<file path="src/rtl/rr_arbiter_pkg.sv">
// Shared definitions for the round-robin arbiter:
//   arb_state_e : FSM encoding (ST_IDLE=0, ST_GRANT=1)
//   idx_w()     : index width for an N-entry one-hot vector (never below 1)
package rr_arbiter_pkg;

  typedef enum logic {
    ST_IDLE  = 1'b0,
    ST_GRANT = 1'b1
  } arb_state_e;

  function automatic int idx_w(input int n);
    return (n <= 2) ? 1 : $clog2(n);
  endfunction

endpackage

</file>
<file path="src/rtl/rr_arbiter_pick.sv">
// Combinational round-robin pick.
//   req : request vector
//   ptr : highest-priority position for this pick
//   any : at least one request set
//   idx : first set request scanning ptr, ptr+1, ..., wrapping to ptr-1
// Rotates req so ptr lands at bit 0, takes the lowest set bit, then adds
// ptr back (mod N) to recover the absolute index.
module rr_arbiter_pick
  import rr_arbiter_pkg::*;
#(
  parameter int N = 4,
  localparam int IW = idx_w(N)
) (
  input  logic [N-1:0]  req,
  input  logic [IW-1:0] ptr,
  output logic          any,
  output logic [IW-1:0] idx
);

  localparam logic [IW:0] NN = (IW+1)'(N);

  logic [2*N-1:0] dbl;
  logic [N-1:0]   rot;
  logic [IW-1:0]  k;
  logic [IW:0]    sum;

  // Doubling the vector makes the right shift a rotate.
  assign dbl = {req, req} >> ptr;
  assign rot = dbl[N-1:0];
  assign any = |req;

  always_comb begin
    k = '0;
    for (int i = N - 1; i >= 0; i--) begin
      if (rot[i]) k = IW'(i);
    end
  end

  // Un-rotate; sum < 2N so one conditional subtract gives mod N.
  assign sum = {1'b0, k} + {1'b0, ptr};
  assign idx = (sum >= NN) ? IW'(sum - NN) : sum[IW-1:0];

endmodule

</file>
<file path="src/rtl/rr_arbiter.sv">
// Round-robin arbiter for one shared combinational resource.
//   clk, rst  : clock, asynchronous active-high reset
//   req[N]    : level requests, held until served
//   done      : current owner releases the resource
//   gnt[N]    : registered one-hot grant, zero when idle
//   gnt_valid : |gnt (registered alongside gnt)
//   gnt_id    : binary owner index, zero when idle
//   timeout   : one-cycle pulse after a release forced only by MAX_HOLD
// A grant is held until done, the owner drops its request, or the owner has
// held it MAX_HOLD cycles (MAX_HOLD=0 disables the limit). Every release goes
// through IDLE, so consecutive grants are separated by one dead cycle.
module rr_arbiter
  import rr_arbiter_pkg::*;
#(
  parameter int N        = 4,
  parameter int MAX_HOLD = 8,
  localparam int IW = idx_w(N),
  localparam int HW = $clog2(MAX_HOLD) + 1
) (
  input  logic          clk,
  input  logic          rst,
  input  logic [N-1:0]  req,
  input  logic          done,
  output logic [N-1:0]  gnt,
  output logic          gnt_valid,
  output logic [IW-1:0] gnt_id,
  output logic          timeout
);

  localparam logic [N-1:0]  ONE   = N'(1);
  localparam logic [HW-1:0] LIMIT = (MAX_HOLD == 0) ? '0 : HW'(MAX_HOLD - 1);
  localparam logic [IW-1:0] LAST  = IW'(N - 1);

  arb_state_e    state, state_n;
  logic [IW-1:0] ptr, ptr_n;
  logic [HW-1:0] hold_cnt, hold_n;
  logic [N-1:0]  gnt_n;
  logic [IW-1:0] id_n;
  logic          to_n;

  logic          pick_any;
  logic [IW-1:0] pick_idx;
  logic          at_limit, owner_req, release_now;

  rr_arbiter_pick #(.N(N)) u_pick (
    .req (req),
    .ptr (ptr),
    .any (pick_any),
    .idx (pick_idx)
  );

  assign at_limit    = (MAX_HOLD != 0) && (hold_cnt == LIMIT);
  assign owner_req   = req[gnt_id];
  assign release_now = done || !owner_req || at_limit;

  always_ff @(posedge clk or posedge rst) begin
    if (rst) begin
      state     <= ST_IDLE;
      ptr       <= '0;
      hold_cnt  <= '0;
      gnt       <= '0;
      gnt_valid <= 1'b0;
      gnt_id    <= '0;
      timeout   <= 1'b0;
    end else begin
      state     <= state_n;
      ptr       <= ptr_n;
      hold_cnt  <= hold_n;
      gnt       <= gnt_n;
      gnt_valid <= |gnt_n;
      gnt_id    <= id_n;
      timeout   <= to_n;
    end
  end

  always_comb begin
    state_n = state;
    ptr_n   = ptr;
    hold_n  = hold_cnt;
    gnt_n   = gnt;
    id_n    = gnt_id;
    to_n    = 1'b0;
    case (state)
      ST_IDLE: begin
        if (pick_any) begin
          state_n = ST_GRANT;
          gnt_n   = ONE << pick_idx;
          id_n    = pick_idx;
          hold_n  = '0;
        end
      end
      ST_GRANT: begin
        if (release_now) begin
          state_n = ST_IDLE;
          gnt_n   = '0;
          id_n    = '0;
          ptr_n   = (gnt_id == LAST) ? '0 : gnt_id + 1'b1;
          // Flag only when the limit alone ended the grant.
          to_n    = at_limit && !done && owner_req;
        end else if (hold_cnt != '1) begin
          hold_n = hold_cnt + 1'b1;
        end
      end
      default: state_n = ST_IDLE;
    endcase
  end

endmodule
</file>
<file path="config.mk">
export PLATFORM = sky130hd
export DESIGN_NAME = rr_arbiter
export DESIGN_NICKNAME = d
export VERILOG_FILES = /design/src/rtl/rr_arbiter_pkg.sv /design/src/rtl/rr_arbiter_pick.sv /design/src/rtl/rr_arbiter.sv
export SDC_FILE = /design/constraint.sdc
export NUM_CORES = 1
export LEC_CHECK = 0
export CORE_MARGIN = 5
export CORE_UTILIZATION = 40
export DETAILED_ROUTE_END_ITERATION = 16
export PLACE_DENSITY = 0.65
export SYNTH_ARGS = -nofsm -noshare
export SYNTH_HDL_FRONTEND = slang
export SYNTH_SLANG_ARGS = --single-unit
</file>
<file path="constraint.sdc">
create_clock -name clk -period 2.35 [get_ports clk]
set_input_delay 0.47 -clock clk [delete_from_list [all_inputs] [get_ports clk]]
set_output_delay 0.47 -clock clk [all_outputs]
set_load 0.01 [all_outputs]
</file>
==> results of run 1 <==
[placed cells by master, fill, tap and decap left out, drive strengths merged, types with 3 or more instances in the layout]
cell type,n
nand2,7
nand3,4
nor2,13
o2bb2ai,3
dfrtp,15
nand2b,4
clkdlybuf4s50,14
buf,9
ha,3
inv,3
o21ai,7
clkbuf,4
[worst max-delay path: cells and delay by family]
kind	cells	cell delay [ns]
buffers and inverters	1	0.50
and+or+nand+nor	2	0.11
xor gates and xnor gates	2	0.36
AOI/OAI and AO/OA	4	0.73
adders and majority gates	1	0.20
[power breakdown]
| group | leakage, nW | internal [mW] | total (mW) | switching [mW] |
|---|---|---|---|---|
| clock | 0.0150 | 0.0659 | 0.143 | 0.0775 |
| sequential | 0.194 | 0.342 | 0.454 | 0.112 |
| combinational | 0.299 | 0.352 | 0.653 | 0.301 |
[layout make-up]
| cell class | instances | area share, % |
|---|---|---|
| inverter | 3 | 0.986 |
| tap | 28 | 3.07 |
| multi-input combinational | 70 | 42.6 |
| timing repair buffer | 23 | 18.2 |
| sequential | 15 | 32.9 |
| clock buffer | 4 | 2.30 |
[kinds of logic after synthesis]
logic type | count (synthesis)
simple gates | 38
buf+inv | 8
flops | 15
fa+ha+maj | 3
mux | 4
compound gates | 22
xor+xnor | 3
[worst max path at each step]
| stage | end | start | cells after the start | slack [ns] |
|---|---|---|---|---|
| floorplan | gnt[1]$_DFF_PP0_ | req[2] | 10 | 0.39 |
| global placement | gnt[1]$_DFF_PP0_ | req[2] | 10 | -0.09 |
| detailed placement | gnt[1]$_DFF_PP0_ | req[2] | 10 | -0.12 |
| CTS | gnt[1]$_DFF_PP0_ | req[2] | 10 | 0.14 |
| global route | gnt[1]$_DFF_PP0_ | req[3] | 10 | 0.01 |
| finish | gnt[1]$_DFF_PP0_ | req[2] | 10 | 0.16 |
[metrics by stage]
step / setup WS, ns / setup TNS, ns
final: 0.158 / 0
after global routing: 0.0116 / 0
after CTS: 0.145 / 0
after detailed placement: -0.125 / -0.281
after global placement: -0.0938 / -0.234
after floorplan: 0.389 / 0
[metal layers]
metal | global-route usage, % | vias to the layer above | part of all wire (%)
li1 | - | 380 | -
met1 | 16.3 | 332 | 47
met2 | 19.7 | 28 | 45
met3 | 3.12 | 6 | 6.7
met4 | 4.97 | 0 | 0.96
met5 | 0 | - | 0
[sequential cells by signal, indices dropped and copies added (netlist names)]
signal / flops
hold_cnt: 4
gnt_valid: 1
ptr: 2
state: 1
timeout: 1
gnt: 4
gnt_id: 2
==> results.sh, run 1 <==
export IMPL_r2r_start="ptr[1]$_DFFE_PP0P_"
export IMPL_layoutNonFillerInstCount=143
export IMPL_synthTopCellsByArea="dfrtp_1, nor2_1, ha_1, nand2_1, o2bb2ai_1"
export IMPL_maxSlewViolCount=0
export IMPL_portBuffers=14
export IMPL_hold_violations=0
export IMPL_synthTopCellsByCount="dfrtp_1, nor2_1, nand2_1, o21ai_0, nand3_1"
export IMPL_firstDrtPassIters=4
export IMPL_drtIter0Drc=29
export IMPL_synthArstFlopShare_pct=100
export IMPL_status="completed"
export IMPL_setup_viol=0
export IMPL_via_per_inst=5.22
export IMPL_drive_gt1_share_pct=19.1
export IMPL_cts_setup_buffers=0
export IMPL_synth_main_ff_cell="dfrtp_1"
export IMPL_seq_area_um2=375
export IMPL_synth_area_per_cell_um2=9.77
export IMPL_cts_tree="yes"
export IMPL_synth_largest_area_cell="dfrtp_1"
export IMPL_place_detailed_hpwl_um=1350
export IMPL_design_area_um2=1140
export IMPL_synth_fa_ha_area_share_pct=4.13
export IMPL_diodes=0
export IMPL_cts_root_buf="clkbuf_4"
export IMPL_syn_nets=103
export IMPL_synth_top_family_by_area="simple AND/OR/NAND/NOR gates"
export IMPL_maxCapViolCount=0
export IMPL_yosys_area_share_simple_pct=21.5
export IMPL_hp_class="input pin to async pin"
export IMPL_ios=15
export IMPL_start_util_pct=41.5
export IMPL_yosys_cell_types_count=40
export IMPL_rsz0062_at_grt="false"
export IMPL_antenna_left=0
export IMPL_grt_total_usage_pct=12.5
export IMPL_worstSetupPathType="input pin to flop"
export IMPL_die_h_um=57.7
export IMPL_worstPathArrival_ns=2.36
export IMPL_die_x_um=57.7
export IMPL_drcViolationCount=0
export IMPL_dr_total_vias=746
export IMPL_post_route_util_pct=52.1
export IMPL_relSlewSlack_pct=63.5
export IMPL_gp_congestion=0.770
export IMPL_yosysTopAreaCellShare_pct=41.3
export IMPL_period_share_pct=93.3
export IMPL_ys_ff_latch=15
export IMPL_grt_max_degree=16
export IMPL_htreeDepth=1
export IMPL_synth_most_common_cell="dfrtp_1"
export IMPL_tightest_slew_ns=0.547
export IMPL_synth_compound_area_share_pct=19.1
export IMPL_grt_pass1_wl_um=3270
export IMPL_r2r_end="gnt[1]$_DFF_PP0_"
export IMPL_hold_ws_ns=0.532
export IMPL_skew_ns=0.00115
export IMPL_cpMaxStageDelayCell="clkdlybuf4s50_1"
export IMPL_synth_xor_area_share_pct=3.72
export IMPL_synth_cell_area_um2=908
export IMPL_nFillCells=203
export IMPL_p_per_area_nw_per_um2=1090
export IMPL_clk_latency_ns=0.28
export IMPL_nNetsFinal=126
export IMPL_cpMostUsedCell="a21oi_1"
export IMPL_rrSetupSlack_ns=0.33
export IMPL_worstRegToRegCells=9
export IMPL_cp_end_kind="flop"
export IMPL_syn_inst=93
export IMPL_cts_hold_buf=0
export IMPL_slowest_delay_ns=0.50
export IMPL_synth_edf_count=0
export IMPL_yosysSeqAreaShare_pct=41.3
export IMPL_cts_path_max_buffers=2
export IMPL_row_count=17
export IMPL_multi_input_area_um2=487
export IMPL_max_clock_freq_ghz=0.456
export IMPL_cts_sinks=15
export IMPL_startpoint_type="input pin"
export IMPL_antenna_found_initial=0
export IMPL_grt_pass1_vias=761
export IMPL_cp_required_ns=2.52
export IMPL_placed_cells=139
export IMPL_cts_made_buffers=3
export IMPL_routed_wl_um=1880
export IMPL_synthMuxAreaShare_pct=5.10
export IMPL_cp_cell_sequence="clkdlybuf4s50_1 > nand2_1 > a21oi_1 > nor2_1 > a211oi_1 > a21oi_1 > ha_1 > xnor2_1 > xnor2_2 > a32o_2"
export IMPL_die_area_um2=3320
export IMPL_coreArea_um2=2190
export IMPL_path_clk_slew_ns=0.08
export IMPL_peakVddDrop_mv=0.604
export IMPL_period_needed_ns=2.19
export IMPL_overflow=0
export IMPL_ctsResizeCount=0
export IMPL_total_power_mw=1.25
export IMPL_cp_max_fo=5
export IMPL_yosysWarnings=0
export IMPL_area_growth_pct=25.8
export IMPL_wl_per_cell_um=13.2
export IMPL_postPlaceCellArea_um2=1120
export IMPL_leakagePower_nw=0.509
(Power assumes the default switching activity.)
==> run 2, diff against run 1 <==
- MAX_ROUTING_LAYER: default -> met4
==> run 2 against run 1 <==
Effect of this change:
- total power is essentially flat
- hold slack hardly changed
- cell count stayed put
- largest cell class unchanged
- highest routed layer unchanged
==> results.sh, run 2 (same netlist as run 1, synthesis figures left out) <==
export IMPL_period_share_pct=93.3
export IMPL_cp_required_ns=2.52
export IMPL_startpoint_type="input pin"
export IMPL_relSlewSlack_pct=63.5
export IMPL_die_h_um=57.7
export IMPL_met2_usage_pct=19.7
export IMPL_coreArea_um2=2190
export IMPL_cpMostUsedCell="a21oi_1"
export IMPL_grt_max_degree=16
export IMPL_grt_met3_usage_pct=2.67
export IMPL_cts_tree="yes"
export IMPL_cts_hold_buf=0
export IMPL_die_area_um2=3320
export IMPL_area_growth_pct=25.8
export IMPL_worstPathArrival_ns=2.36
export IMPL_ctsResizeCount=0
export IMPL_placed_cells=139
export IMPL_maxCapViolCount=0
export IMPL_cts_setup_buffers=0
export IMPL_post_route_util_pct=52.1
export IMPL_antenna_found_initial=0
export IMPL_busiest_layer="met2"
export IMPL_drtIter0Drc=29
export IMPL_rsz0062_at_grt="false"
export IMPL_skew_ns=0.00119
export IMPL_wl_per_cell_um=13.2
export IMPL_portBuffers=14
export IMPL_grt_pass1_wl_um=3280
export IMPL_via_per_inst=5.22
export IMPL_hold_violations=0
export IMPL_cts_root_buf="clkbuf_4"
export IMPL_worstSetupPathType="input pin to flop"
export IMPL_cp_max_fo=5
export IMPL_nNetsFinal=126
export IMPL_cpMaxStageDelayCell="clkdlybuf4s50_1"
export IMPL_worstRegToRegCells=9
export IMPL_cts_made_buffers=3
export IMPL_row_count=17
export IMPL_layout_common_cells="dfrtp_1, clkdlybuf4s50_1, nor2_1, buf_4, nand2_1"
export IMPL_layoutNonFillerInstCount=143
export IMPL_cts_sinks=15
export IMPL_ios=15
export IMPL_tightest_slew_ns=0.547
export IMPL_cts_path_max_buffers=2
export IMPL_overflow=0
export IMPL_largestRegisters="gnt (4), hold_cnt (4)"
export IMPL_diodes=0
export IMPL_routed_wl_um=1880
export IMPL_design_area_um2=1140
export IMPL_pre_cts_slack_ns=-0.125
export IMPL_fin_ws_ns=0.158
export IMPL_slowest_delay_ns=0.50
export IMPL_gp_congestion=0.780
export IMPL_start_util_pct=41.5
export IMPL_path_clk_slew_ns=0.08
export IMPL_hp_class="input pin to async pin"
export IMPL_antenna_left=0
export IMPL_leakagePower_nw=0.509
export IMPL_p_per_area_nw_per_um2=1090
export IMPL_maxSlewViolCount=0
export IMPL_gr_usage_met1_pct=16.6
export IMPL_period_needed_ns=2.19
export IMPL_max_clock_freq_ghz=0.456
export IMPL_postPlaceCellArea_um2=1120
export IMPL_firstDrtPassIters=4
export IMPL_cp_cell_sequence="clkdlybuf4s50_1 > nand2_1 > a21oi_1 > nor2_1 > a211oi_1 > a21oi_1 > ha_1 > xnor2_1 > xnor2_2 > a32o_2"
export IMPL_setup_viol=0
export IMPL_place_detailed_hpwl_um=1350
export IMPL_status="completed"
export IMPL_die_x_um=57.7
export IMPL_grt_total_usage_pct=12.8
export IMPL_htreeDepth=1
export IMPL_grt_pass1_vias=761
export IMPL_cp_end_kind="flop"
export IMPL_drive_gt1_share_pct=19.1
export IMPL_final_common_cell="dfrtp_1"
export IMPL_nFillCells=203
export IMPL_clk_latency_ns=0.28
export IMPL_dr_total_vias=746
export IMPL_drcViolationCount=0
export IMPL_peakVddDrop_mv=0.604
## run 2: worst paths after layout
check                                   endpoint                    start  slack, ns
max in group asynchronous  gnt_id[0]$_DFFE_PP0P_                      rst       1.46
min reg2reg                    timeout$_DFF_PP0_  hold_cnt[3]$_DFFE_PP0P_       0.54
max reg2reg                     gnt[1]$_DFF_PP0_       ptr[1]$_DFFE_PP0P_       0.33
min in group clk               timeout$_DFF_PP0_  hold_cnt[3]$_DFFE_PP0P_       0.54
min                              state$_DFF_PP0_                      rst       0.53
max                             gnt[1]$_DFF_PP0_                   req[2]       0.16
## run 2: final cells by class
type                       count  area (µm²)  area share (%)
sequential                    15         375            32.9
timing repair buffer          23         208            18.2
multi-input combinational     70         487            42.6
clock buffer                   4        26.3            2.30
inverter                       3        11.3           0.986
tap                           28        35.0            3.07
## run 2: worst max-delay path, delay by kind of cell
family                   cells  cell delay, ns
XOR/XNOR                     2            0.36
AND/OR/NAND/NOR              2            0.11
buffers and inverters        1            0.50
adder cells (fa/ha/maj)      1            0.20
AO/OA/AOI/OAI                4            0.73
## run 2: layer usage
layer | vias to the layer above | routed length [µm]
met1 | 332 | 907
met3 | 6 | 109
met5 | - | 0
li1 | 380 | -
met2 | 28 | 849
met4 | 0 | 18
## run 2: report_power, final
part	leakage (nW)	internal, mW	switching (mW)
Combinational	0.299	0.352	0.301
Sequential	0.194	0.342	0.112
Clock	0.0150	0.0659	0.0775
## run 2: through the flow
step / TNS (ns) / power [mW] / hold WS [ns]
floorplan: 0 / 0.895 / 0.371
global placement: -0.234 / 1.09 / 0.503
detailed placement: -0.281 / 1.10 / 0.508
CTS: 0 / 1.26 / 0.524
global route: 0 / 1.35 / 0.558
finish: 0 / 1.25 / 0.532
